File: config.mk
export PLATFORM = sky130hd
export DESIGN_NAME = ibex_axil_bridge
export DESIGN_NICKNAME = d
export VERILOG_FILES = /design/src/rtl/ibex_axil_bridge.sv
export SDC_FILE = /design/constraint.sdc
export NUM_CORES = 1
export LEC_CHECK = 0
export ABC_AREA = 1
export CORE_AREA = 5 5 131 133
export DETAILED_ROUTE_END_ITERATION = 8
export DIE_AREA = 0 0 136 138
export HOLD_SLACK_MARGIN = 0.06
export PLACE_DENSITY = 0.74
export SLEW_MARGIN = 20
export SYNTH_ARGS = -nofsm -noshare
export SYNTH_HDL_FRONTEND = slang
export SYNTH_SLANG_ARGS = --single-unit
File: constraint.sdc
create_clock -name clk_i -period 2.3 [get_ports clk_i]
set_input_delay 0.46 -clock clk_i [delete_from_list [all_inputs] [get_ports clk_i]]
set_output_delay 0.46 -clock clk_i [all_outputs]
set_load 0.05 [all_outputs]
File: src/rtl/ibex_axil_bridge.sv
// Ibex data-port (req/gnt/rvalid) to AXI4-lite master bridge with an address
// window check and a response timeout; one transaction in flight at a time.
module ibex_axil_bridge #(
  parameter logic [31:0] ADDR_LO = 32'h4000,
  parameter logic [31:0] ADDR_HI = 32'h40DC,
  parameter int          TIMEOUT = 256,
  parameter int          DW      = 32,
  parameter int          AW      = 32
) (
  input  logic          clk_i,
  input  logic          rst_ni,
  input  logic          data_req,
  output logic          data_gnt,
  output logic          data_rvalid,
  input  logic          data_we,
  input  logic [3:0]    data_be,
  input  logic [AW-1:0] data_addr,
  input  logic [DW-1:0] data_wdata,
  output logic [DW-1:0] data_rdata,
  output logic          data_err,
  output logic [AW-1:0] awaddr,
  output logic          awvalid,
  input  logic          awready,
  output logic [DW-1:0] wdata,
  output logic [3:0]    wstrb,
  output logic          wvalid,
  input  logic          wready,
  input  logic          bvalid,
  output logic          bready,
  input  logic [1:0]    bresp,
  output logic [AW-1:0] araddr,
  output logic          arvalid,
  input  logic          arready,
  input  logic          rvalid,
  output logic          rready,
  input  logic [DW-1:0] rdata,
  input  logic [1:0]    rresp
);
  localparam int CW = $clog2(TIMEOUT + 1);

  typedef enum logic [2:0] {IDLE, WR, WAIT_B, RD, WAIT_R, RESP, DRAIN} state_t;

  state_t        state;
  logic [CW-1:0] cnt;
  logic          in_win;
  logic          expire;
  logic          aw_done;
  logic          w_done;
  logic          resp_unused;

  assign data_gnt    = data_req && (state == IDLE);
  assign in_win      = (data_addr >= AW'(ADDR_LO)) && (data_addr < AW'(ADDR_HI));
  // The counter is registered, so expiry is flagged one count early: the
  // state change lands exactly when the count reaches TIMEOUT-1.
  assign expire      = (cnt == CW'(TIMEOUT - 2));
  assign aw_done     = !awvalid || awready;
  assign w_done      = !wvalid || wready;
  assign resp_unused = bresp[0] ^ rresp[0];

  always_ff @(posedge clk_i or negedge rst_ni) begin
    if (!rst_ni) begin
      state       <= IDLE;
      cnt         <= '0;
      data_rvalid <= 1'b0;
      data_err    <= 1'b0;
      data_rdata  <= '0;
      awaddr      <= '0;
      awvalid     <= 1'b0;
      wdata       <= '0;
      wstrb       <= '0;
      wvalid      <= 1'b0;
      bready      <= 1'b0;
      araddr      <= '0;
      arvalid     <= 1'b0;
      rready      <= 1'b0;
    end else begin
      case (state)
        IDLE: begin
          if (data_req) begin
            cnt <= '0;
            if (!in_win) begin
              state <= RESP;
            end else if (data_we) begin
              state   <= WR;
              awvalid <= 1'b1;
              wvalid  <= 1'b1;
              awaddr  <= data_addr;
              wdata   <= data_wdata;
              wstrb   <= data_be;
            end else begin
              state   <= RD;
              arvalid <= 1'b1;
              araddr  <= data_addr;
            end
          end
        end
        WR: begin
          cnt <= cnt + CW'(1);
          if (awready) awvalid <= 1'b0;
          if (wready)  wvalid  <= 1'b0;
          if (expire) begin
            state       <= DRAIN;
            bready      <= 1'b1;
            data_rvalid <= 1'b1;
            data_err    <= 1'b1;
            data_rdata  <= '0;
          end else if (aw_done && w_done) begin
            state  <= WAIT_B;
            bready <= 1'b1;
          end
        end
        WAIT_B: begin
          cnt <= cnt + CW'(1);
          if (bvalid) begin
            state       <= RESP;
            bready      <= 1'b0;
            data_rvalid <= 1'b1;
            data_err    <= bresp[1];
            data_rdata  <= '0;
          end else if (expire) begin
            state       <= DRAIN;
            data_rvalid <= 1'b1;
            data_err    <= 1'b1;
            data_rdata  <= '0;
          end
        end
        RD: begin
          cnt <= cnt + CW'(1);
          if (arready) arvalid <= 1'b0;
          if (expire) begin
            state       <= DRAIN;
            rready      <= 1'b1;
            data_rvalid <= 1'b1;
            data_err    <= 1'b1;
            data_rdata  <= '0;
          end else if (arready) begin
            state  <= WAIT_R;
            rready <= 1'b1;
          end
        end
        WAIT_R: begin
          cnt <= cnt + CW'(1);
          if (rvalid) begin
            state       <= RESP;
            rready      <= 1'b0;
            data_rvalid <= 1'b1;
            data_err    <= rresp[1];
            data_rdata  <= rdata;
          end else if (expire) begin
            state       <= DRAIN;
            data_rvalid <= 1'b1;
            data_err    <= 1'b1;
            data_rdata  <= '0;
          end
        end
        // Decode errors arrive here without a pulse pending and spend one
        // extra cycle raising it; AXI completions arrive with it already set.
        RESP: begin
          if (data_rvalid) begin
            state       <= IDLE;
            data_rvalid <= 1'b0;
            data_err    <= 1'b0;
          end else begin
            data_rvalid <= 1'b1;
            data_err    <= 1'b1;
            data_rdata  <= '0;
          end
        end
        DRAIN: begin
          data_rvalid <= 1'b0;
          data_err    <= 1'b0;
          if (awready) awvalid <= 1'b0;
          if (wready)  wvalid  <= 1'b0;
          if (arready) arvalid <= 1'b0;
          if ((bvalid && bready) || (rvalid && rready)) begin
            state  <= IDLE;
            bready <= 1'b0;
            rready <= 1'b0;
          end
        end
        default: state <= IDLE;
      endcase
    end
  end
endmodule

==> qor.yml, run 1 <==
outcome:
  status: "finished clean"
timing:
  worst_slew_margin_rel_pct: 59.98
  max_freq_mhz: 468.4
  fin_crit_ns: 2.135
  tightest_slew_ns: 0.6004
  holdWs_ns: 0.4700
  rsz0062_at_grt: "false"
  tns_ns: 0
  fin_crit_sh_pct: 92.83
  finClkSkew_ns: 0.006845
  finalHoldViolations: 0
  setup-violations-final: 0
  drv_slew: 0
critical_path:
  cp-end-kind: "primary output"
  cp.buffers_inverters: 1
  startpoint_type: "flop"
  cp_max_fo: 3
  r2r-end: "data_rdata[27]"
  crit_slowest_cell: "clkdlybuf4s50_1"
  crit_start: "bready"
  worstPathArrival_ns: 1.67
  path_cells: "clkdlybuf4s50_1"
  worstReg2RegStart: "state[2]"
  max_stage_delay_ns: 0.85
  rr_worst_depth: 7
  rrSetupSlack_ns: 0.35
  critPathKind: "reg -> out"
  crit_family: "buffers and inverters"
  crit_required_ns: 1.84
cells_and_area:
  final_util_pct: 61.71
  drive_gt1_share_pct: 6.533
  nets: 1097
  diodes: 0
  syn_to_final_growth_pct: 55.73
  final_cells: 1211
synth:
  synth_flop_cell: "dfrtp_1"
  synth_seq_cells: 151
  yosys_warnings: 0
  synth.most_common_cell: "nand2_1"
  synth-edff-count: 0
  synth_top_area_cell: "dfrtp_1"
  synth_top_area_share_pct: 60.69
  yosysSeqAreaShare_pct: 60.69
  async_flop_share_pct: 100.0
  syn_area_per_cell_sq_um: 8.647
  syn_area_sq_mm: 0.006226
  synthTopCellsByArea: "dfrtp_1 61%, nand2_1 15%, inv_1 6.1%"
  syn_nets: 835
  synthesis.instances: 720
  ys_top_cells_by_count: "249 x nand2_1, 151 x dfrtp_1, 101 x inv_1, 85 x nor2_1, 43 x o21ai_0"
  synth_cell_types: 32
pwr:
  power.leakage_uw: 0.004795
  power_density_mw_per_mm2: 924.2
  max-vdd-ir-drop_mv: 0.7371
hold_path:
  holdPathEnd: "wdata[21]"
  hold_depth: 2
  min_from: "wdata[21]"
  worst_hold_path_type: "reg -> reg"
placement:
  dp_hpwl_um: 12770
  gp_congestion: 0.8837
  dp.cells: 1178
  numPortBuffers: 250
clock_tree:
  cts-root-buf: "clkbuf_16"
  cts_setup_buffers: 0
  cts_buffers: 17
  cts_tree: "done"
  cts_max_path_buffers: 2
  cts_resized: 0
  clk_pin_slew_ns: 0.06
  clock-sinks: 151
  clk_latency_ns: 0.42
  hold_buffers: 1
  htree_num_levels: 4
routing:
  wl_per_cell_um: 14.26
  dr_wl_met2_um: 8930
  drc: 0
  wl_met1_um: 6900
  drt-total-wl_um: 17270
  drtPass1Iterations: 5
  top_layer: "met4"
  met3_wirelength_um: 993
  via_count: 5428
  viasPerCell: 4.482
  ant_nets: 0
  drt_iter0_markers: 297
floorplanning:
  io-pin-count: 253
  die-area_sq_mm: 0.01877
  rows: 46
  start_util_pct: 39.62
  die_h_um: 138
  fp.coreArea_sq_mm: 0.01571
  die_x_um: 136
grt:
  gr-total-overflow: 0
  grt_usage_pct: 18.87
  grt_max_degree: 68
  grt_pass1_vias: 5513
  antenna_found_initial: 0
  grt_first_pass_wirelength_um: 28260
run:
  max-cap-violations: 0
==> worst max-delay path by stage <==
stage | cells after the start | to
6_report | 1 | bready
5_1_grt | 1 | bready
4_1_cts | 1 | bready
3_5_place_dp | 10 | wdata[26]
3_3_place_gp | 10 | wdata[23]
2_1_floorplan | 10 | awaddr[11]
==> cell usage in the layout (no fill, tap or decap), types with 5 or more instances in the layout <==
cell type	synthesis	routed
nand2_1	249	249
clkdlybuf4s50_1	0	248
dfrtp_1	151	151
inv_1	101	101
nor2_1	85	85
o21ai_0	43	43
nand3_1	22	22
clkbuf_16	0	17
buf_12	0	8
inv_2	6	6
buf_4	6	6
a21oi_1	5	5
==> power by group <==
| group | switching [uW] | internal [uW] |
|---|---|---|
| sequential | 221 | 2940 |
| clock | 1130 | 1780 |
| combinational | 1870 | 1030 |
| total | 3210 | 5750 |
==> registers in the layout, indices dropped and copies added, names as in the netlist <==
| signal | cells |
|---|---|
| araddr | 32 |
| arvalid | 1 |
| awaddr | 32 |
| awvalid | 1 |
| bready | 1 |
| cnt | 9 |
| data_err | 1 |
| data_rdata | 32 |
| data_rvalid | 1 |
| rready | 1 |
| state | 3 |
| wdata | 32 |
| wstrb | 4 |
| wvalid | 1 |
==> cell type report <==
cell class                      instances  area (sq um)
Clock buffer                           19         452.9
Clock inverter                         13         170.2
Fill cell                            1390          6017
Inverter                              108         407.9
Multi-Input combinational cell        440          1907
Sequential cell                       151          3779
Tap cell                              216         270.3
Timing Repair Buffer                  264          2709
==> cells by family after synthesis <==
| family | share of synthesized area [%] |
|---|---|
| AOI/OAI and AO/OA | 5.265 |
| xor gates and xnor gates | 0.5626 |
| adders and majority gates | 0.4019 |
| buffers and inverters | 8.682 |
| DFF | 60.69 |
| and+or+nand+nor | 24.40 |
==> metrics by stage <==
step	power [uW]	area [sq um]	setup WS, ns
after floorplan	5034	6226	0.6285
after global placement	6077	9062	0.1219
after detailed placement	6113	9062	0.07757
after CTS	9035	9696	0.1391
after global routing	9468	9696	0.1355
final	8960	9696	0.1650
==> worst reg2reg max path: cells and delay by family, from the launching register on <==
kind | cells | cell delay, ns
AO/OA/AOI/OAI | 3 | 0.46
AND/OR/NAND/NOR | 2 | 0.46
flip-flops | 1 | 0.63
buffers and inverters | 2 | 0.29
==> per-layer routing <==
metal / vias to the layer above / global-route usage (%)
met3: 29 / 4.644
met5: - / 0
met1: 2543 / 22.74
li1: 2706 / -
met2: 150 / 32.39
met4: 0 / 7.268
No activity file was read; power rests on OpenSTA's default activity.
==> run 2: changes to the inputs <==
--- a/config.mk
+++ b/config.mk
@@ -5,10 +5,9 @@
 export SDC_FILE = /design/constraint.sdc
 export NUM_CORES = 1
 export LEC_CHECK = 0
-export ABC_AREA = 1
-export CORE_AREA = 5 5 131 133
+export CORE_AREA = 5 5 132 134
 export DETAILED_ROUTE_END_ITERATION = 8
-export DIE_AREA = 0 0 136 138
+export DIE_AREA = 0 0 137 139
 export HOLD_SLACK_MARGIN = 0.06
 export PLACE_DENSITY = 0.74
 export SLEW_MARGIN = 20
==> run 2 against run 1 <==
Net effect:
- synthesized area grew 1.4%
- clock-buffer cell count is 2 lower
- total power grew 9.8%
- critical path type unchanged
- largest power group is now combinational cells
- cell count down 19%
==> qor.yml, run 2 <==
outcome:
  status: "finished clean"
cells_and_area:
  syn_to_final_growth_pct: 56.04
  final_util_pct: 60.92  # -0.78 points
  diodes: 0  # unchanged
  final_common_cell: "clkdlybuf4s50_1"
  final_cells: 982  # -19%
  most-common-layout-cells: "247 x clkdlybuf4s50_1, 151 x dfrtp_1, 49 x nor2b_1"
  fin_area_sq_mm: 0.009852  # +1.6%
  drive_gt1_share_pct: 16.54  # +10 points
  nets: 864  # -21%
grt:
  grt_pass1_vias: 5172  # -6.2%
  antenna_found_initial: 0  # unchanged
  grt_first_pass_wirelength_um: 27530  # -2.6%
  gr-total-overflow: 0  # unchanged
  grt_max_degree: 54  # -21%
  grt_usage_pct: 18.23  # -0.64 points
timing:
  fin_crit_ns: 2.158  # +0.02294 ns
  fin_crit_sh_pct: 93.82  # +1.0 points
  drv_slew: 0  # unchanged
  max_freq_mhz: 463.4  # -1.1%
  finalHoldViolations: 0  # unchanged
  finClkSkew_ns: 0.01396  # +0.007116 ns
  tightest_slew_ns: 0.5853  # -0.01508 ns
  setup_ws_ns: 0.1421  # -0.02294 ns
  worst_slew_margin_rel_pct: 60.86  # +0.88 points
  rsz0062_at_grt: "false"
  setup-violations-final: 0  # unchanged
routing:
  drt_iter0_markers: 325  # +9.4%
  ant_nets: 0  # unchanged
  wl_met1_um: 6960  # +0.87%
  dr_wl_met2_um: 8677  # -2.8%
  drt-total-wl_um: 17560  # +1.7%
  wl_per_cell_um: 17.88  # +25%
  drc: 0  # unchanged
  via_count: 4887  # -10%
  top_layer: "met4"
  viasPerCell: 4.977  # +11%
  met3_wirelength_um: 1645  # +66%
  drtPass1Iterations: 5  # unchanged
synth:
  syn_area_per_cell_sq_um: 13.32  # +54%
  synth_cell_types: 52  # +63%
  yosysSeqAreaShare_pct: 59.85  # -0.84 points
  synthTopCellsByArea: "dfrtp_1 60%, mux2_4 10%, nor2b_1 4.9%"
  synth-edff-count: 0  # unchanged
  synth_top_area_share_pct: 59.85  # -0.84 points
  yosys_warnings: 0  # unchanged
  synth_seq_cells: 151  # unchanged
  synth_flop_cell: "dfrtp_1"
  syn_area_sq_mm: 0.006314  # +1.4%
  ys_top_cells_by_count: "151 x dfrtp_1, 49 x nor2b_1, 44 x mux2_4, 33 x a22o_1, 18 x a21oi_1"
  synth.most_common_cell: "dfrtp_1"
  synth_top_area_cell: "dfrtp_1"
  synthesis.instances: 474  # -34%
  async_flop_share_pct: 100.0  # unchanged
  syn_nets: 589  # -29%
placement:
  dp.cells: 949  # -19%
  gp_congestion: 0.8397  # -5.0%
  placed_area_sq_mm: 0.009209  # +1.6%
  dp_hpwl_um: 13050  # +2.2%
  numPortBuffers: 250  # unchanged
  place_ws_ns: -0.1704  # -0.2480 ns
clock_tree:
  clk_latency_ns: 0.43  # about the same
  clock-sinks: 151  # unchanged
  cts_max_path_buffers: 2  # unchanged
  cts_buffers: 17  # unchanged
  clk_pin_slew_ns: 0.07  # about the same
  cts-root-buf: "clkbuf_16"
  cts_resized: 0  # unchanged
  cts_tree: "done"
  htree_num_levels: 4  # unchanged
  cts_setup_buffers: 0  # unchanged
critical_path:
  path_cells: "clkdlybuf4s50_1"
  cp.buffers_inverters: 1  # unchanged
  cp_max_fo: 5  # +2
  critPathKind: "reg -> out"
  crit_required_ns: 1.84  # about the same
  crit_family: "buffers and inverters"
  worstPathArrival_ns: 1.70  # +0.03 ns
  cp-end-kind: "primary output"
  max_stage_delay_ns: 0.84  # about the same
  startpoint_type: "flop"
  crit_slowest_cell: "clkdlybuf4s50_1"
floorplanning:
  fp.coreArea_sq_mm: 0.01617  # +2.9%
  die-area_sq_mm: 0.01904  # +1.5%
  die_h_um: 139  # +0.72%
  io-pin-count: 253  # unchanged
  rows: 47  # +2.2%
  die_x_um: 137  # +0.74%
  start_util_pct: 39.04  # -0.58 points
hold_path:
  worst_hold_path_type: "reg -> reg"
run:
  max-cap-violations: 0  # unchanged
pwr:
  max-vdd-ir-drop_mv: 0.5556  # -25%
  finalPower_uw: 9839  # +9.8%
  power_density_mw_per_mm2: 998.7  # +8.1%
  power.leakage_uw: 0.004478  # -6.6%
## run 2: cell families after synthesis
logic type	share of synthesized area [%]
flops	59.85
simple gates	12.13
compound gates	11.20
mux	12.23
buf+inv	3.924
xor+xnor	0.2775
fa+ha+maj	0.3963
## run 2: worst paths after layout
check,from,endpoint,slack [ns],cells past startpoint
max,data_rvalid,data_rvalid,0.14,1
min,awaddr[14],awaddr[14],0.47,1
max reg2reg,cnt[0],data_rdata[19],0.18,7
min reg2reg,awaddr[14],awaddr[14],0.47,1
max in group asynchronous,rst_ni,wdata[27],1.06,3
min in group asynchronous,rst_ni,araddr[17],0.58,2
## run 2: where the power goes
part | internal (uW) | switching (uW) | total [uW]
clock network | 1580 | 1300 | 2880
registers | 3010 | 278 | 3290
logic | 1450 | 2220 | 3670
total | 6040 | 3800 | 9840
## run 2: cell type report
cell class / count / area [sq um]
clock buffer: 17 / 425.4
clock inverter: 15 / 207.7
fill: 1282 / 6320
inverter: 5 / 18.77
multi-input combinational: 287 / 2292
sequential: 151 / 3779
tap: 220 / 275.3
timing repair buffer: 287 / 2854
## run 2: what timing repair did
action | CTS | global route
setup endpoints to repair | 0 | 0
endpoints found under the hold margin | 50 | 0
hold buffers | 1 | 0
## run 2: per-layer routing
layer | vias to the layer above | track usage [%]
li1 | 2240 | -
met1 | 2413 | 21.19
met2 | 213 | 30.75
met3 | 21 | 6.858
met4 | 0 | 6.250
met5 | - | 0
## run 2: per-stage QoR
stage	TNS (ns)	hold slack, ns
after global routing	0	0.4953
final	0	0.4702
after global placement	-5.636	0.4415
after CTS	0	0.4737
after detailed placement	-10.95	0.4544
after floorplan	0	0.1644
==> run 3: changes to the inputs <==
--- a/config.mk
+++ b/config.mk
@@ -5,9 +5,9 @@
 export SDC_FILE = /design/constraint.sdc
 export NUM_CORES = 1
 export LEC_CHECK = 0
-export CORE_AREA = 5 5 132 134
+export CORE_AREA = 2 2 129 131
 export DETAILED_ROUTE_END_ITERATION = 8
-export DIE_AREA = 0 0 137 139
+export DIE_AREA = 0 0 131 133
 export HOLD_SLACK_MARGIN = 0.06
 export PLACE_DENSITY = 0.74
 export SLEW_MARGIN = 20
==> run 3 against run 2 <==
Net effect:
- die area is 8.5% lower
- sequential share of layout area rose by 0.17 points
- non-clock buffer count down 8
- combinational power decreased by 2%
- largest cell class unchanged
==> qor.yml, run 3 (same netlist as run 2, synthesis figures left out) <==
outcome:
  status: "finished clean"
cells_and_area:
  drive_gt1_share_pct: 15.41  # -1.1 points
  fill_cells: 1274  # -0.62%
  final_common_cell: "clkdlybuf4s50_1"
  syn_to_final_growth_pct: 55.35
  diodes: 0  # unchanged
  most-common-layout-cells: "248 x clkdlybuf4s50_1, 151 x dfrtp_1, 49 x nor2b_1"
  multi_input_area_sq_mm: 0.002292  # unchanged
  regArea_sq_mm: 0.003779  # unchanged
  nets: 856  # -0.93%
timing:
  setup_ws_ns: 0.1544  # +0.01231 ns
  fin_crit_ns: 2.146  # -0.01231 ns
  drv_slew: 0  # unchanged
  finClkSkew_ns: 0.007765  # -0.006196 ns
  setup-violations-final: 0  # unchanged
  worst_slew_margin_rel_pct: 62.98  # +2.1 points
  max_freq_mhz: 466.1  # +0.57%
  tightest_slew_ns: 0.5536  # -0.03170 ns
  rsz0062_at_grt: "false"
  tns_ns: 0  # unchanged
  fin_crit_sh_pct: 93.29  # -0.54 points
  finalHoldViolations: 0  # unchanged
critical_path:
  cp-end-kind: "primary output"
  rrSetupSlack_ns: 0.31  # +0.13 ns
  cp_max_fo: 5  # unchanged
  max_stage_delay_ns: 0.85  # about the same
  crit_required_ns: 1.84  # about the same
  worstPathArrival_ns: 1.69  # about the same
  crit_slowest_cell: "clkdlybuf4s50_1"
  path_cells: "clkdlybuf4s50_1"
  crit_family: "buffers and inverters"
  critPathKind: "reg -> out"
  startpoint_type: "flop"
  cp.buffers_inverters: 1  # unchanged
clock_tree:
  clk_pin_slew_ns: 0.06  # about the same
  cts_buffers: 17  # unchanged
  htree_num_levels: 4  # unchanged
  clock-sinks: 151  # unchanged
  clk_latency_ns: 0.41  # -0.02 ns
  cts_max_path_buffers: 2  # unchanged
  cts-root-buf: "clkbuf_16"
  cts_tree: "done"
hold_path:
  worst_hold_path_type: "reg -> reg"
run:
  max-cap-violations: 0  # unchanged
floorplanning:
  fp.coreArea_sq_mm: 0.01617  # unchanged
  io-pin-count: 253  # unchanged
  die-area_sq_mm: 0.01742  # -8.5%
  start_util_pct: 39.04  # unchanged
  die_h_um: 133  # -4.3%
  rows: 47  # unchanged
  die_x_um: 131  # -4.4%
placement:
  numPortBuffers: 250  # unchanged
  place_ws_ns: -0.2684  # -0.09798 ns
  gp_congestion: 0.8497  # +1.2%
  dp_hpwl_um: 11890  # -8.9%
routing:
  ant_nets: 0  # unchanged
  via_count: 4759  # -2.6%
  drt_iter0_markers: 183  # -44%
  drtPass1Iterations: 4  # -1
  wl_per_cell_um: 16.51  # -7.7%
  viasPerCell: 4.891  # -1.7%
  drc: 0  # unchanged
  drt-total-wl_um: 16070  # -8.5%
pwr:
  max-vdd-ir-drop_mv: 0.6874  # +24%
  finalPower_uw: 9830  # about the same
  power_density_mw_per_mm2: 1002  # +0.35%
  power.leakage_uw: 0.004433  # -1.0%
grt:
  grt_max_degree: 48  # -11%
  grt_pass1_vias: 4859  # -6.1%
  gr-total-overflow: 0  # unchanged
  grt_first_pass_wirelength_um: 25030  # -9.1%
  antenna_found_initial: 0  # unchanged
  grt_usage_pct: 18.34  # +0.12 points
## run 3: layout make-up
class,count,area share [%]
clock buffers,18,4.478
clock inverters,13,1.990
inverters,5,0.1914
multi-input cells,287,23.37
flip-flops and latches,151,38.53
well taps,220,2.806
repair buffers,279,28.64
## run 3: where the power goes
group | switching (uW) | internal [uW]
clock | 1100 | 1850
sequential | 252 | 3010
combinational | 2200 | 1410
## run 3: timing repair
action,in CTS,in global routing
hold buffers,1,0
setup buffers,0,0
resized for setup,0,0
endpoints found under the hold margin,44,0
## run 3: routing by layer
metal | global-route usage (%) | vias up | part of all wire (%)
met5 | 0 | - | 0
met4 | 5.969 | 0 | 1.3
met3 | 5.459 | 16 | 8.1
met2 | 30.31 | 195 | 49
met1 | 22.96 | 2326 | 42
li1 | - | 2222 | -
## run 3: worst register-to-register path, delay by kind of cell (launching register included)
family / cells / cell delay, ns
AOI/OAI and AO/OA: 4 / 0.89
buffers and inverters: 2 / 0.40
DFF: 1 / 0.37
and+or+nand+nor: 1 / 0.22
## run 3: final timing paths
| kind | from | endpoint | depth (start not counted) |
|---|---|---|---|
| setup / recovery | bready | bready | 1 |
| hold / removal | awaddr[14] | awaddr[14] | 1 |
| setup reg to reg | state[0] | data_rdata[30] | 7 |
| hold reg to reg | awaddr[14] | awaddr[14] | 1 |
| max in group asynchronous | rst_ni | wdata[3] | 3 |
| min in group asynchronous | rst_ni | data_rdata[2] | 2 |
## run 3: through the flow
stage / hold slack [ns] / std cells / utilization (%) / cell area [sq um]
detailed placement: 0.4326 / 941 / 56.67 / 9164
CTS: 0.4774 / 973 / 60.65 / 9808
global placement: 0.4277 / 941 / 56.67 / 9164
floorplan: 0.1644 / 474 / - / 6314
finish: 0.4731 / 973 / 60.65 / 9808
global route: 0.5099 / 973 / 60.65 / 9808
